[config.mk]
export PLATFORM = sky130hd
export DESIGN_NAME = act_stream
export DESIGN_NICKNAME = d
export VERILOG_FILES = /design/src/rtl/act_pkg.sv /design/src/rtl/act_lane.sv /design/src/rtl/act_stream.sv
export SDC_FILE = /design/constraint.sdc
export NUM_CORES = 1
export LEC_CHECK = 0
export CORE_ASPECT_RATIO = 0.8
export CORE_UTILIZATION = 45
export CTS_CLUSTER_SIZE = 28
export DETAILED_ROUTE_END_ITERATION = 10
export GPL_ROUTABILITY_DRIVEN = 0
export PLACE_DENSITY = 0.84
export SLEW_MARGIN = 20
export SYNTH_ARGS = -nofsm -noshare
export SYNTH_HDL_FRONTEND = slang
export SYNTH_SLANG_ARGS = --single-unit
[constraint.sdc]
create_clock -name clk -period 8.76 [get_ports clk]
set_input_delay 1.752 -clock clk [delete_from_list [all_inputs] [get_ports clk]]
set_output_delay 1.752 -clock clk [all_outputs]
set_load 0.005 [all_outputs]
[src/rtl/act_pkg.sv]
// Shared definitions for the activation stream: mode encodings and the fixed-point 1.0 helper.
package act_pkg;

  typedef enum logic [1:0] {
    ACT_RELU    = 2'b00,
    ACT_RELU_D  = 2'b01,
    ACT_LEAKY   = 2'b10,
    ACT_LEAKY_D = 2'b11
  } act_mode_e;

  function automatic int unsigned act_one(input int unsigned frac);
    return 32'd1 << frac;
  endfunction

endpackage

[src/rtl/act_lane.sv]
// Single-lane activation function (combinational).
// Leaky modes are built only when ACT_LEAKY_EN is defined; otherwise mode[1] is ignored.
module act_lane
  import act_pkg::*;
#(
  parameter int NBITS      = 16,
  parameter int FRAC       = 8,
  parameter int LEAK_SHIFT = 3
) (
  input  logic [NBITS-1:0] x,
  input  logic [1:0]       mode,
  output logic [NBITS-1:0] y
);

  localparam logic [NBITS-1:0] ONE = NBITS'(act_one(FRAC));

  logic neg;
  assign neg = x[NBITS-1];

`ifdef ACT_LEAKY_EN
  localparam logic [NBITS-1:0] LEAK_ONE = NBITS'(act_one(FRAC - LEAK_SHIFT));

  // Arithmetic shift floors toward negative infinity, which is the intended leak rounding.
  logic [NBITS-1:0] x_leak;
  assign x_leak = $unsigned($signed(x) >>> LEAK_SHIFT);

  always_comb begin
    y = '0;
    case (mode)
      ACT_RELU:   y = neg ? '0 : x;
      ACT_RELU_D: y = neg ? '0 : ONE;
      ACT_LEAKY:  y = neg ? x_leak : x;
      default:    y = neg ? LEAK_ONE : ONE;
    endcase
  end
`else
  localparam int unused_leak_shift = LEAK_SHIFT;
  logic unused_mode_hi;
  assign unused_mode_hi = mode[1];

  always_comb begin
    y = '0;
    if (!neg) y = mode[0] ? ONE : x;
  end
`endif

endmodule

[src/rtl/act_stream.sv]
// Two-stage valid/ready activation pipeline with a saturating zero-output counter.
// Optional leaky modes are enabled by defining ACT_LEAKY_EN.
module act_stream
  import act_pkg::*;
#(
  parameter int NBITS      = 16,
  parameter int FRAC       = 8,
  parameter int LANES      = 4,
  parameter int LEAK_SHIFT = 3,
  parameter int CNTW       = 24
) (
  input  logic                   clk,
  input  logic                   rst_n,
  input  logic                   in_valid,
  output logic                   in_ready,
  input  logic [LANES*NBITS-1:0] in_data,
  input  logic [1:0]             in_mode,
  output logic                   out_valid,
  input  logic                   out_ready,
  output logic [LANES*NBITS-1:0] out_data,
  input  logic                   cnt_clr,
  output logic [CNTW-1:0]        zero_cnt
);

  localparam int W  = LANES * NBITS;
  localparam int ZW = $clog2(LANES + 1);

  logic           s1_v_q, s1_v_d;
  logic [W-1:0]   s1_data_q, s1_data_d;
  logic [1:0]     s1_mode_q, s1_mode_d;
  logic           s2_v_q, s2_v_d;
  logic [W-1:0]   s2_data_q, s2_data_d;
  logic [CNTW-1:0] zero_cnt_q, zero_cnt_d;

  logic           s1_adv, s2_adv, out_hs;
  logic [W-1:0]   lane_y;
  logic [LANES-1:0] lane_zero;
  logic [ZW-1:0]  zeros;
  logic [CNTW:0]  cnt_sum;

  assign s2_adv    = !s2_v_q || out_ready;
  assign s1_adv    = !s1_v_q || s2_adv;
  assign in_ready  = s1_adv;
  assign out_valid = s2_v_q;
  assign out_data  = s2_data_q;
  assign zero_cnt  = zero_cnt_q;
  assign out_hs    = s2_v_q && out_ready;

  generate
    for (genvar gi = 0; gi < LANES; gi++) begin : g_lane
      act_lane #(
        .NBITS      (NBITS),
        .FRAC       (FRAC),
        .LEAK_SHIFT (LEAK_SHIFT)
      ) u_lane (
        .x    (s1_data_q[gi*NBITS +: NBITS]),
        .mode (s1_mode_q),
        .y    (lane_y[gi*NBITS +: NBITS])
      );
      assign lane_zero[gi] = (s2_data_q[gi*NBITS +: NBITS] == '0);
    end
  endgenerate

  always_comb begin
    zeros = '0;
    for (int i = 0; i < LANES; i++) zeros = zeros + ZW'(lane_zero[i]);
  end

  assign cnt_sum = {1'b0, zero_cnt_q} + (CNTW+1)'(zeros);

  always_comb begin
    s1_v_d    = s1_v_q;
    s1_data_d = s1_data_q;
    s1_mode_d = s1_mode_q;
    s2_v_d    = s2_v_q;
    s2_data_d = s2_data_q;
    zero_cnt_d = zero_cnt_q;

    if (s1_adv) begin
      s1_v_d = in_valid;
      if (in_valid) begin
        s1_data_d = in_data;
        s1_mode_d = in_mode;
      end
    end

    if (s2_adv) begin
      s2_v_d = s1_v_q;
      if (s1_v_q) s2_data_d = lane_y;
    end

    // A clear that lands on a handshake keeps that beat's zeros rather than dropping them.
    if (cnt_clr)     zero_cnt_d = out_hs ? CNTW'(zeros) : '0;
    else if (out_hs) zero_cnt_d = cnt_sum[CNTW] ? '1 : cnt_sum[CNTW-1:0];
  end

  always_ff @(posedge clk or negedge rst_n) begin
    if (!rst_n) begin
      s1_v_q     <= 1'b0;
      s1_data_q  <= '0;
      s1_mode_q  <= '0;
      s2_v_q     <= 1'b0;
      s2_data_q  <= '0;
      zero_cnt_q <= '0;
    end else begin
      s1_v_q     <= s1_v_d;
      s1_data_q  <= s1_data_d;
      s1_mode_q  <= s1_mode_d;
      s2_v_q     <= s2_v_d;
      s2_data_q  <= s2_data_d;
      zero_cnt_q <= zero_cnt_d;
    end
  end

endmodule

# --- Word-level counts from Yosys, hierarchy flattened ---
# Cells that the tools add are included.
word_totals:
  ff_bits: 155
  in_bits: 71
  elab_cells: 34
op_classes:
  add_sub_neg: 4
  mux: 12
  n_reduce_logical: 12
op_table:
  columns: ["cell", "count"]
  rows:
  - ["24-bit 2-to-1 mux", 3]
  - ["16-bit logical NOT", 4]
  - ["16-bit 2-to-1 mux", 4]
  - ["15-bit 2-to-1 mux", 4]
  - ["24-bit by 3-bit adder with 25-bit output", 1]
  - ["2-bit AND reduction", 2]
  - ["2-bit by 1-bit adder with 3-bit output", 1]
  - ["3-bit by 1-bit adder with 3-bit output", 1]
  - ["3-bit 2-to-1 mux", 1]
  - ["1-bit by 1-bit adder with 2-bit output", 1]
  - ["1-bit logical NOT", 2]
  - ["1-bit logical OR", 2]
  - ["2-bit nonzero test", 1]
  - ["1-bit logical AND", 1]

# --- Logic depth before layout (Yosys ltp) ---
logic_depth:
  word_depth: 8
  depth_mapped: 15

# --- Modules after synthesis ---
# Synthesis repeated with hierarchy kept, for this count alone.
hier_totals:
  cells_unflattened: 550
  hier_area_um2: 7372.1
modules_own_cells:
  columns: ["module", "n_inst", "cells_per_inst", "area_each_um2", "seq_area_each_um2"]
  rows:
  - ["act_stream", 1, 474, 6576.3, 3903.7]
  - ["act_lane", 4, 19, 198.9, 0.0]

# --- Worst setup path before layout ---
# OpenSTA, ideal clock, no wires.
synth_path:
  path_type: "register -> register"
  startpoint: "reg s2_data_q[2], in the netlist out_data[2]"
  endpoint: "reg zero_cnt_q[12], in the netlist zero_cnt[12]"
  setup_ns: 0.096
  arrival_time_ns: 3.809
  path_slack_ns: 4.855
  stages_incl_launch_ff: 15
  cell_sequence: "dfrtp_1 -> nor4_1 -> nand4_1 -> fa_1 -> inv_1 -> ha_1 -> ha_1 -> inv_1 -> fa_1 -> and2b_1 -> o2111ai_4 -> or4_1 -> buf_2 -> and4_4 -> nor4_2"
synth_via:
  elab_chain_len: 8
synth_lines:
  columns: ["element", "line_no", "rtl"]
  rows:
  - ["start: declaration", "act_stream.sv:32", "logic [W-1:0] s2_data_q, s2_data_d;"]
  - ["start signal: assignment", "act_stream.sv:110", "s2_data_q <= s2_data_d;"]
  - ["16-bit logical NOT", "act_stream.sv:60", "assign lane_zero[gi] = (s2_data_q[gi*NBITS +: NBITS] == '0);"]
  - ["1-bit by 1-bit adder with 2-bit output", "act_stream.sv:66", "for (int i = 0; i < LANES; i++) zeros = zeros + ZW'(lane_zero[i]);"]
  - ["2-bit by 1-bit adder with 3-bit output", "act_stream.sv:66", null]
  - ["3-bit by 1-bit adder with 3-bit output", "act_stream.sv:66", null]
  - ["24-bit by 3-bit adder with 25-bit output", "act_stream.sv:69", "assign cnt_sum = {1'b0, zero_cnt_q} + (CNTW+1)'(zeros);"]
  - ["24-bit 2-to-1 mux (2 in a row)", "act_stream.sv:94", "else if (out_hs) zero_cnt_d = cnt_sum[CNTW] ? '1 : cnt_sum[CNTW-1:0];"]
  - ["24-bit 2-to-1 mux", "act_stream.sv:93", "if (cnt_clr) zero_cnt_d = out_hs ? CNTW'(zeros) : '0;"]
  - ["end signal: assignment", "act_stream.sv:111", "zero_cnt_q <= zero_cnt_d;"]
  - ["end: declaration", "act_stream.sv:33", "logic [CNTW-1:0] zero_cnt_q, zero_cnt_d;"]
# No other way between the ends. The select of a mux whose other input is x is not followed.
# A chain may end at the register's enable or synchronous reset.

# --- Worst setup path after layout ---
layout_path:
  startpoint: "in out_ready"
  endpoint: "out in_ready"
layout_via:
  elab_chain_len: 2
layout_lines:
  columns: ["element", "line_no", "rtl"]
  rows:
  - ["start: declaration", "act_stream.sv:19", "input logic out_ready,"]
  - ["1-bit logical OR", "act_stream.sv:41", "assign s2_adv = !s2_v_q || out_ready;"]
  - ["1-bit logical OR", "act_stream.sv:42", "assign s1_adv = !s1_v_q || s2_adv;"]
  - ["end: declaration", "act_stream.sv:15", "output logic in_ready,"]
# No other way between the ends.

==> flow_summary.yaml <==
drt:
  drtPass1Iterations: 4
  drc_errors: 0
  drt_iter0_markers: 237
  wl_met1_um: 6590
  top_layer_used: "met4"
  routed_wl_um: 15400
  wl_met3_um: 1150
  wl_per_cell_um: 16.4
  num_vias: 5032
  wl_met2_um: 7410
  ant_nets: 0
  drt-vias-per-instance: 5.37
clocking:
  clockBufferDepth: 2
  cts_buffers: 17
  cts_hold_buffers: 0
  cts.reportedPaths.clkPinSlew_ns: 0.06
  post_cts_resized: 0
  post_cts_buffers: 0
  cts_tree: "yes"
  cts_max_level: 4
  cts-root-buf: "clkbuf_16"
  clk_latency_ns: 0.43
  clock_sinks: 151
worst_setup_path:
  criticalPathCategory: "input pin to output pin"
  worstPathArrival_ns: 2.97
  r2r_start: "out_data[1]"
  crit_fanout: 4
  end_kind: "output pin"
  critPathLaunch: "out_ready"
  critPathLaunchType: "input pin"
  required_ns: 7.01
synth:
  synthArstFlopShare_pct: 100
  ys_ff_latch: 151
  ys_warn_count: 0
  syn_area_per_cell_um2: 10.8
  synth_commonest_cells: "151 x dfrtp_1, 128 x nand2_1, 69 x o21ai_0"
  synth_top_area_share_pct: 58.1
  ys.flop_type: "dfrtp_1"
  synth_area_leader_cell: "dfrtp_1"
  ys_seq_area_share_pct: 58.1
  synth_area_leaders: "dfrtp_1 58%, mux2_2 11%, nand2_1 7.4%"
  syn_inst: 601
  ys_types: 49
  yosysMostFrequentCell: "dfrtp_1"
  synth_edf_count: 0
  netlist_area_um2: 6500
timing:
  final_max_slew_viol_count: 0
  final.min_clock_period_ns: 4.72
  finalHoldViolations: 0
  rsz0062_at_grt: "false"
  slew_headroom_pct: 28.3
  final.setup_skew_ns: 0.0124
  whs_ns: 0.469
  timing.fmax_mhz: 212
  tightest_slew_ns: 1.08
  setup_tns_ns: 0
  fin_crit_sh_pct: 53.9
  setup_violations: 0
floorplanning:
  rows: 38
  dieArea_um2: 14900
  die_w_um: 136
  start_util_pct: 47.0
  placeableCoreArea_um2: 13800
  die_h_um: 110
  ioPinCount: 161
grt:
  grt-ovfl-total: 0
  grt_first_pass_wirelength_um: 25300
  grt.total_usage_pct: 22.4
  grt_max_degree: 121
  antenna_found_initial: 0
  grt_pass1_vias: 5112
finish:
  final_nets: 822
  finish.utilization_pct: 63.1
  drive_gt1_share_pct: 13.5
  syn_to_final_growth_pct: 34.3
  n_antenna_cell: 0
flow_run:
  maxCapViolCount: 0
status:
  outcome: "complete, no violations"
power:
  powerDensity_nw_per_um2: 221
  irDropWorstVdd_mv: 0.136
  p_leak_uw: 0.00364
  total_power_uw: 1930
min_path:
  hp-class: "flip-flop to flip-flop"
  hp-start: "s1_data_q[47]"
place:
  port_buffers: 155
  dp_hpwl_um: 10700
## path summary, 6_finish.rpt
path | endpoint | cells after the start | slack [ns]
max | in_ready | 3 | 4.04
min | out_data[40] | 1 | 0.47
max reg2reg | zero_cnt[12] | 13 | 4.05
max in group asynchronous | s1_data_q[15] | 2 | 6.06
min reg2reg | out_data[40] | 1 | 0.47
min in group asynchronous | s1_data_q[36] | 1 | 1.40
## cells in the final DEF (no fill, tap or decap), types with 3 or more instances in the layout
master	netlist	final
a211oi_1	4	4
a21oi_1	9	9
a31oi_1	7	7
a41o_1	5	5
and2_1	2	3
and3_1	8	8
and4_1	3	3
clkbuf_1	29	5
clkbuf_16	0	17
clkdlybuf4s50_1	0	154
clkinvlp_4	0	4
conb_1	1	4
dfrtp_1	151	151
ha_1	5	5
inv_1	9	9
mux2_2	65	65
nand2_1	128	126
nand2b_1	3	3
nand3_1	6	6
nand4_1	6	6
nor2_1	26	26
nor3_1	10	10
nor3b_1	3	3
nor4_1	14	14
o21ai_0	69	69
o31ai_1	4	4
## state kept, by name, summed over array words and instances, names as in the netlist
register / flops
s1_mode_q: 1
s1_data_q: 64
out_data: 60
out_valid: 1
zero_cnt: 24
s1_v_q: 1
## routing by layer
layer | up-vias | global-route usage [%]
li1 | 2379 | -
met1 | 2479 | 27.8
met2 | 152 | 35.8
met3 | 22 | 8.44
met4 | 0 | 7.86
met5 | - | 0
## where the power goes
part	switching (uW)	internal, uW	leakage [uW]
Clock	286	430	0.000266
Sequential	67.0	789	0.00192
Combinational	163	198	0.00146
## kinds of logic after synthesis
kind of cell	share of synthesized area, %
buffers and inverters	2.96
AND/OR/NAND/NOR	15.8
AO/OA/AOI/OAI	9.70
XOR/XNOR	0.269
other	0.0577
adder cells (fa/ha/maj)	1.58
flip-flops	58.1
multiplexers	11.6
## area by class of cell
| class | count | area (um2) |
|---|---|---|
| Timing Repair Buffer | 157 | 1570 |
| Tap cell | 180 | 225 |
| Fill cell | 1084 | 5100 |
| Multi-Input combinational cell | 408 | 2550 |
| Sequential cell | 151 | 3780 |
| Clock inverter | 9 | 119 |
| Clock buffer | 23 | 458 |
| Inverter | 9 | 33.8 |
## per-stage QoR
stage	cell area (um2)	setup slack, ns	std cells
4_1_cts	8740	4.02	937
3_5_place_dp	8160	4.04	905
2_1_floorplan	6520	4.86	604
3_3_place_gp	8160	4.05	905
5_1_grt	8740	3.76	937
6_report	8740	4.04	937
## worst max-delay path, stage by stage
cell and delay [ns]:
clkdlybuf4s50_1 0.51, nand3b_1 0.18, clkdlybuf4s50_1 0.52
Note: power is estimated with default switching activity, not from simulation.
